[src/rtl/bios_arb_pkg.sv]
// Shared types and constants for the BIOS / XT-IDE ROM arbiter.
package bios_arb_pkg;

  localparam int unsigned BIOS_AW_DEF  = 16;
  localparam int unsigned XTIDE_AW_DEF = 14;
  localparam int unsigned ADDR_W       = 16;
  localparam int unsigned DATA_W       = 8;

  localparam logic TGT_BIOS  = 1'b0;
  localparam logic TGT_XTIDE = 1'b1;

  typedef enum logic [1:0] {
    IDLE     = 2'd0,
    RD_ISSUE = 2'd1,
    RD_DATA  = 2'd2,
    WR       = 2'd3
  } arb_state_e;

endpackage

[src/rtl/bios_rom_arbiter.sv]
// Shares the BIOS and XT-IDE ROM block RAMs between CPU reads and ioctl download writes.
// Optional download checksum on dl_sum is built only when BIOS_DL_CHECKSUM_EN is defined.
module bios_rom_arbiter
  import bios_arb_pkg::*;
#(
  parameter int unsigned BIOS_AW  = BIOS_AW_DEF,
  parameter int unsigned XTIDE_AW = XTIDE_AW_DEF
) (
  input  logic              clka,
  input  logic              reset_n,
  input  logic              cpu_req,
  input  logic              cpu_sel,
  input  logic [ADDR_W-1:0] cpu_addr,
  output logic [DATA_W-1:0] cpu_rdata,
  output logic              cpu_ack,
  input  logic              dl_active,
  input  logic              dl_wr,
  input  logic              dl_target,
  input  logic [ADDR_W-1:0] dl_addr,
  input  logic [DATA_W-1:0] dl_data,
  output logic              dl_wait,
  output logic              dl_overrun,
  output logic [DATA_W-1:0] dl_sum,
  output logic              bios_ena,
  output logic              xtide_ena,
  output logic              ram_wea,
  output logic [ADDR_W-1:0] ram_addr,
  output logic [DATA_W-1:0] ram_dina,
  input  logic [DATA_W-1:0] bios_douta,
  input  logic [DATA_W-1:0] xtide_douta
);

  arb_state_e        state_q;
  logic              rd_sel_q;
  logic [ADDR_W-1:0] rd_addr_q;
  logic [DATA_W-1:0] cpu_rdata_q;
  logic              cpu_ack_q;
  logic              hold_full_q;
  logic              hold_tgt_q;
  logic [ADDR_W-1:0] hold_addr_q;
  logic [DATA_W-1:0] hold_data_q;
  logic              overrun_q;

  // Zero-extend the address to the width of the selected RAM.
  function automatic logic [ADDR_W-1:0] ram_addr_of(input logic tgt, input logic [ADDR_W-1:0] a);
    logic [ADDR_W-1:0] r;
    r = '0;
    if (tgt == TGT_XTIDE) begin
      r[XTIDE_AW-1:0] = a[XTIDE_AW-1:0];
    end else begin
      r[BIOS_AW-1:0] = a[BIOS_AW-1:0];
    end
    return r;
  endfunction

  always_ff @(posedge clka or negedge reset_n) begin
    if (!reset_n) begin
      state_q     <= IDLE;
      rd_sel_q    <= TGT_BIOS;
      rd_addr_q   <= '0;
      cpu_rdata_q <= '0;
      cpu_ack_q   <= 1'b0;
      hold_full_q <= 1'b0;
      hold_tgt_q  <= TGT_BIOS;
      hold_addr_q <= '0;
      hold_data_q <= '0;
      overrun_q   <= 1'b0;
    end else begin
      cpu_ack_q <= 1'b0;

      if (dl_wr) begin
        if (hold_full_q) begin
          overrun_q <= 1'b1;
        end else begin
          hold_full_q <= 1'b1;
          hold_tgt_q  <= dl_target;
          hold_addr_q <= dl_addr;
          hold_data_q <= dl_data;
        end
      end

      case (state_q)
        IDLE: begin
          if (hold_full_q) begin
            state_q <= WR;
          end else if (cpu_req && !dl_active) begin
            rd_sel_q  <= cpu_sel;
            rd_addr_q <= cpu_addr;
            state_q   <= RD_ISSUE;
          end
        end
        RD_ISSUE: state_q <= RD_DATA;
        RD_DATA: begin
          cpu_rdata_q <= (rd_sel_q == TGT_XTIDE) ? xtide_douta : bios_douta;
          cpu_ack_q   <= 1'b1;
          state_q     <= IDLE;
        end
        WR: begin
          // Overrides a capture attempt above: a strobe while full is dropped.
          hold_full_q <= 1'b0;
          state_q     <= IDLE;
        end
        default: state_q <= IDLE;
      endcase
    end
  end

  always_comb begin
    bios_ena  = 1'b0;
    xtide_ena = 1'b0;
    ram_wea   = 1'b0;
    ram_addr  = '0;
    ram_dina  = '0;
    case (state_q)
      RD_ISSUE: begin
        bios_ena  = (rd_sel_q == TGT_BIOS);
        xtide_ena = (rd_sel_q == TGT_XTIDE);
        ram_addr  = ram_addr_of(rd_sel_q, rd_addr_q);
      end
      WR: begin
        bios_ena  = (hold_tgt_q == TGT_BIOS);
        xtide_ena = (hold_tgt_q == TGT_XTIDE);
        ram_wea   = 1'b1;
        ram_addr  = ram_addr_of(hold_tgt_q, hold_addr_q);
        ram_dina  = hold_data_q;
      end
      default: ;
    endcase
  end

  assign cpu_rdata  = cpu_rdata_q;
  assign cpu_ack    = cpu_ack_q;
  assign dl_wait    = hold_full_q;
  assign dl_overrun = overrun_q;

`ifdef BIOS_DL_CHECKSUM_EN
  logic              dl_active_q;
  logic [DATA_W-1:0] sum_q;

  // A new download session restarts the sum, even if a write lands in the same cycle.
  always_ff @(posedge clka or negedge reset_n) begin
    if (!reset_n) begin
      dl_active_q <= 1'b0;
      sum_q       <= '0;
    end else begin
      dl_active_q <= dl_active;
      if (dl_active && !dl_active_q) begin
        sum_q <= '0;
      end else if (state_q == WR) begin
        sum_q <= sum_q + ram_dina;
      end
    end
  end

  assign dl_sum = sum_q;
`else
  assign dl_sum = '0;
`endif

  a_ena_exclusive: assert property (@(posedge clka) disable iff (!reset_n)
    !(bios_ena && xtide_ena));
  a_dina_only_in_wr: assert property (@(posedge clka) disable iff (!reset_n)
    (state_q != WR) |-> (ram_dina == '0));

endmodule

[config.mk]
export PLATFORM = sky130hd
export DESIGN_NAME = bios_rom_arbiter
export DESIGN_NICKNAME = d
export VERILOG_FILES = /design/src/rtl/bios_arb_pkg.sv /design/src/rtl/bios_rom_arbiter.sv
export SDC_FILE = /design/constraint.sdc
export NUM_CORES = 1
export LEC_CHECK = 0
export CAP_MARGIN = 20
export CORE_UTILIZATION = 42
export CTS_CLUSTER_DIAMETER = 60
export DETAILED_ROUTE_END_ITERATION = 12
export MAX_ROUTING_LAYER = met4
export PLACE_DENSITY = 0.8
export SLEW_MARGIN = 25
export SYNTH_ARGS = -nofsm -noshare
export SYNTH_HDL_FRONTEND = slang
export SYNTH_SLANG_ARGS = --single-unit
[constraint.sdc]
create_clock -name clka -period 2.2 [get_ports clka]
set_clock_uncertainty 0.05 [all_clocks]
set_input_delay 0.55 -clock clka [delete_from_list [all_inputs] [get_ports clka]]
set_output_delay 0.55 -clock clka [all_outputs]
set_load 0.02 [all_outputs]
### After elaboration in Yosys (flattened, before gate mapping)

Cells that the tools add are included.

| operators by class | value |
|---|---|
| shift-type cells | 0 |
| reduce and logical (&&, ||, !) cells | 8 |
| equal/unequal tests | 4 |
| bitwise logic cells | 3 |
| multiplexer cells | 14 |
| $add $sub $neg | 0 |
| div/mod/pow operators | 0 |
| $lt $le $gt $ge | 0 |
| $mul | 0 |

Operators with widths:

| operator | count |
|---|---|
| one-hot mux 16 bit (2 select lines) | 1 |
| 2-to-1 mux 8 bit | 2 |
| 2-to-1 mux 2 bit | 4 |
| one-hot mux 2 bit (3 select lines) | 1 |
| == test 2 bit (second input constant) | 2 |
| 2-to-1 mux 1 bit | 4 |
| one-hot mux 1 bit (2 select lines) | 2 |
| AND reduction 2 bit | 2 |
| != test 3 bit (second input constant) | 1 |
| NOT 1 bit | 3 |
| AND reduction 3 bit | 1 |
| == test 2 x 1 -> 1 bit (second input constant) | 1 |
| logical NOT 2 bit | 1 |
| nonzero test 2 bit | 1 |
| OR reduction 2 bit | 1 |
| logical AND 1 bit | 1 |
| logical NOT 1 bit | 1 |

| word-level totals | value |
|---|---|
| output and inout port bits | 46 |
| bits in writable memories | 0 |
| bits in read-only memories | 0 |
| memories kept | 0 |
| register bits after elaboration | 55 |
| logic and storage cells | 39 |
| bits in latches | 0 |

### Logic depth before layout (Yosys ltp)

| logic depth | value |
|---|---|
| depth in word-level cells | 5 |
| gate-level depth with buffers | 4 |
| gate-level depth less buffers | 3 |

### Least setup slack after synthesis

OpenSTA, ideal clock, no wires.

| timing path | value |
|---|---|
| path kind | reg2out |
| from | register state_q[1] |
| to | output ram_addr[0] |
| buffers on the path | 2 |
| data arrival time | 1.241 ns |
| required time | 1.600 ns |
| stages on the path, launching flop included | 5 |
| slack | 0.359 ns |
| cells stage by stage | dfrtp_1 > buf_2 > buf_4 > mux2i_1 > nor2b_1 |

| between the ends | value |
|---|---|
| cells in the longest elaborated chain, start to end | 2 |
| elaborated cells on any way between the ends | 3 |
| classes of those cells | 2 x eq/ne; 1 x mux |

Ends and longest elaborated chain:

| item | RTL line | source |
|---|---|---|
| start, declared | bios_rom_arbiter.sv:33 | `arb_state_e state_q;` |
| start signal, assigned | bios_rom_arbiter.sv:58 | `state_q <= IDLE;` |
| start signal, assigned | bios_rom_arbiter.sv:85 | `state_q <= WR;` |
| start signal, assigned | bios_rom_arbiter.sv:89 | `state_q <= RD_ISSUE;` |
| == test 2 bit / == test 2 x 1 -> 1 bit (equally long branches) | bios_rom_arbiter.sv:114 | `case (state_q)` |
| one-hot mux 16 bit (2 select lines) * | bios_rom_arbiter.sv:114 |  |
| end, declared | bios_rom_arbiter.sv:27 | `output logic [ADDR_W-1:0] ram_addr,` |

Mark *: on every way between the ends. The rest lies on a longest branch, timed or not.

### Final worst setup path

| timing path | value |
|---|---|
| from | register state_q[1] |
| to | output ram_addr[2] |

The elaborated chain is that of the path after synthesis.

==> results_dict.tcl <==
set metrics [dict create \
    cell_types_with_the_largest_area_share_after_synthesis "dfrtp_1, mux2_2, mux2i_1" \
    comb_power_share_pct 46.8 \
    rsz0062_at_grt "true" \
    drv.max_cap_violation_count 0 \
    crit_path_end_kind "primary output" \
    cts_hold_buffers 0 \
    ff2ff_path_depth 4 \
    run_status "completed" \
    grt_util_all_layers_pct 18.6 \
    crit_required_ns 1.60 \
    post_synth_instance_area_um2 2550 \
    place.port_buffers 100 \
    final.period_utilization_pct 97.0 \
    fin_tns_setup_ns 0 \
    endpoint "ram_addr[2]" \
    clk-insertion-delay-late_ns 0.30 \
    clock_power_share_pct 15.9 \
    routed_wire_length_per_instance_um 13.9 \
    cts.repair_timing.setup_buffer_count 0 \
    post_route_cells_drive_above_1_share_pct 22.4 \
    drt-total-wl_um 5290 \
    ys_seq_area_share_pct 54.1 \
    grt_antenna_before_repair 0 \
    timing.setup.critical_path_class "flop to primary output" \
    floorplan.die.height_um 79.9 \
    critical_path.reg2reg.endpoint "rd_addr_q[9]" \
    grt_first_pass_wirelength_um 8800 \
    std_cell_rows 27 \
    power_density_nw_per_um2 1280 \
    synthesis.instances 200 \
    finalCoreUtilization_pct 66.5 \
    area.growth.synth_to_final_pct 48.2 \
    hold_violations 0 \
    rr_startpoint "state_q[1]" \
    path_max_fanout 12 \
    start_util_pct 44.9 \
    drt-vias-per-instance 4.82 \
    final_common_cell "clkdlybuf4s50_1" \
    timing.critical_path.slowest_cell_delay_ns 0.45 \
    synth_top_area_cell "dfrtp_1" \
    critical_path.cell_chain "buf_6 > mux2i_1 > nor2b_1 > dlygate4sd2_1" \
    leakage_nw 1.74 \
    residual_overflow_from_global_routing 0 \
    finish.cell_count_without_fillers 380 \
    gp_routability_congestion 0.785 \
    placed_cells 372 \
    sw_frac_of_total_pct 34.4 \
    kind_of_start_point_of_the_critical_path "flop" \
    dr.pass1.iters 4 \
    path_clk_slew_ns 0.10 \
    numClockSinks 55 \
    cts.root.buffer_cell "clkbuf_8" \
    drt.antenna.violating_nets 0 \
    cts_tree "yes" \
    maximum_count_of_clock_buffers_along_a_single_path 2 \
    cts-buffers-inserted 5 \
    die_area_um2 6380 \
    routed-via-count 1832 \
    synth.lib_cells_used.distinct 20 \
    p_switching_w 0.00167 \
    cts_max_level 2 \
    cp_slowest_cell "dfrtp_2" \
    intPower_w 0.00317 \
    synth-warning-count 0 \
    leading_cell_types_in_the_layout_fill_and_taps_excluded "clkdlybuf4s50_1, dfrtp_1, mux2_2" \
    worst_max_slew_pin_slew_ns 0.522 \
    maximum_number_of_pins_on_one_net_before_global_route_repair 56 \
    ir_worst_vdd_uv 676 \
    remaining_drc_errors 0 \
    yosysTopAreaCellShare_pct 54.1 \
    maxClockFrequency_mhz 469 \
    drt_iter0_drc 92 \
    power.sequential.fraction_pct 37.3 \
    slew-limit-headroom_pct 65.2 \
    top_level_ports 109 \
    nNetsFinal 370 \
    synth-seq-cells 55 \
    first_global_vias 1992 \
    core_outline_area_um2 5680 \
    hold_class "primary input to asynchronous set/reset pin" \
    n_antenna_cell 0 \
    timing.final.crit_period_ns 2.13 \
    post_synth.cell_area_avg_um2 12.7 \
    timing.critical_path.from "state_q[1]" \
    setup_violations 0 \
    cp.arrival_ns 1.53 \
    dieWidth_um 79.9 \
    final-max-slew-violation-count 0 \
    detailed_place_hpwl_um 4030 \
    timing.reg2reg.setup_slack_ns 0.47 \
]
-- synthesized netlist by cell type --
cell type / count
a211oi_1: 1
a21o_1: 1
a22oi_1: 2
and2_1: 2
and3_1: 8
buf_2: 4
buf_4: 9
buf_6: 1
clkbuf_1: 6
conb_1: 1
dfrtp_1: 55
inv_1: 2
mux2_2: 42
mux2i_1: 23
nand2_1: 8
nand2b_1: 2
nor2_1: 5
nor2b_1: 19
nor4_4: 1
o21ai_0: 8
-- area by class of cell --
| cell class | instances | area [um^2] |
|---|---|---|
| well taps | 72 | 90.1 |
| clock inverters | 2 | 60.1 |
| repair buffers | 113 | 1090 |
| fillers | 459 | 1900 |
| clock buffers | 6 | 72.6 |
| inverters | 2 | 7.51 |
| flip-flops and latches | 55 | 1380 |
| multi-input cells | 130 | 1070 |
-- worst max-delay path, delay by kind of cell (launching register included) --
kind / cells / cell delay [ns]
DFF: 1 / 0.45
and+or+nand+nor: 1 / 0.06
buffers and inverters: 2 / 0.50
muxes: 1 / 0.21
-- worst min path at each step --
stage / startpoint / end / slack (ns) / depth (start not counted)
2_1_floorplan: reset_n / cpu_ack / 0.20 / 0
3_3_place_gp: dl_overrun / dl_overrun / 0.41 / 1
3_5_place_dp: dl_overrun / dl_overrun / 0.40 / 1
4_1_cts: reset_n / dl_overrun / 0.19 / 2
5_1_grt: reset_n / dl_overrun / 0.20 / 2
6_report: reset_n / dl_overrun / 0.17 / 2
-- repair_timing --
| item | 4_1_cts | 5_1_grt |
|---|---|---|
| endpoints found under the setup margin | 27 | 11 |
| pin swaps | 0 | 0 |
| gates resized for setup | 31 | 5 |
-- metal layers --
metal  share of wire (%)  global-route usage (%)
met5                   0                       -
met2                  53                    33.9
met1                  40                    20.0
met3                 4.6                    3.20
met4                 1.8                    7.50
-- sequential cells by signal (all words and copies together) (netlist names) --
register,cells
rd_sel_q,1
cpu_rdata,8
hold_data_q,8
dl_wait,1
hold_addr_q,16
rd_addr_q,16
hold_tgt_q,1
dl_overrun,1
state_q,2
cpu_ack,1
-- power by group through the flow --
stage                     Combinational [W]  Clock, W  Sequential (W)
after detailed placement            0.00242         0         0.00182
after global routing                0.00247  0.000823         0.00187
final                               0.00226  0.000772         0.00180
after CTS                           0.00230  0.000792         0.00181
after floorplan                     0.00139         0         0.00184
after global placement              0.00237         0         0.00180
-- cell families (layout without fill, tap and decap cells) --
kind of cell	after synthesis	in the layout	share of synthesized area, %
compound gates	12	12	2.75
other cells	1	8	0.147
flops	55	55	54.1
mux	65	65	27.6
simple gates	45	45	10.4
buf+inv	22	123	5.06
-- metrics by stage --
step           hold slack, ns  instance area (um^2)  power, W  setup WS, ns
3_3_place_gp            0.405                  3660   0.00417        0.0665
2_1_floorplan           0.204                  2570   0.00323         0.359
6_report                0.168                  3770   0.00484        0.0659
5_1_grt                 0.195                  3770   0.00516       -0.0278
3_5_place_dp            0.404                  3660   0.00424        0.0191
4_1_cts                 0.185                  3770   0.00490     -0.000458
No activity file was read; power rests on OpenSTA's default activity.
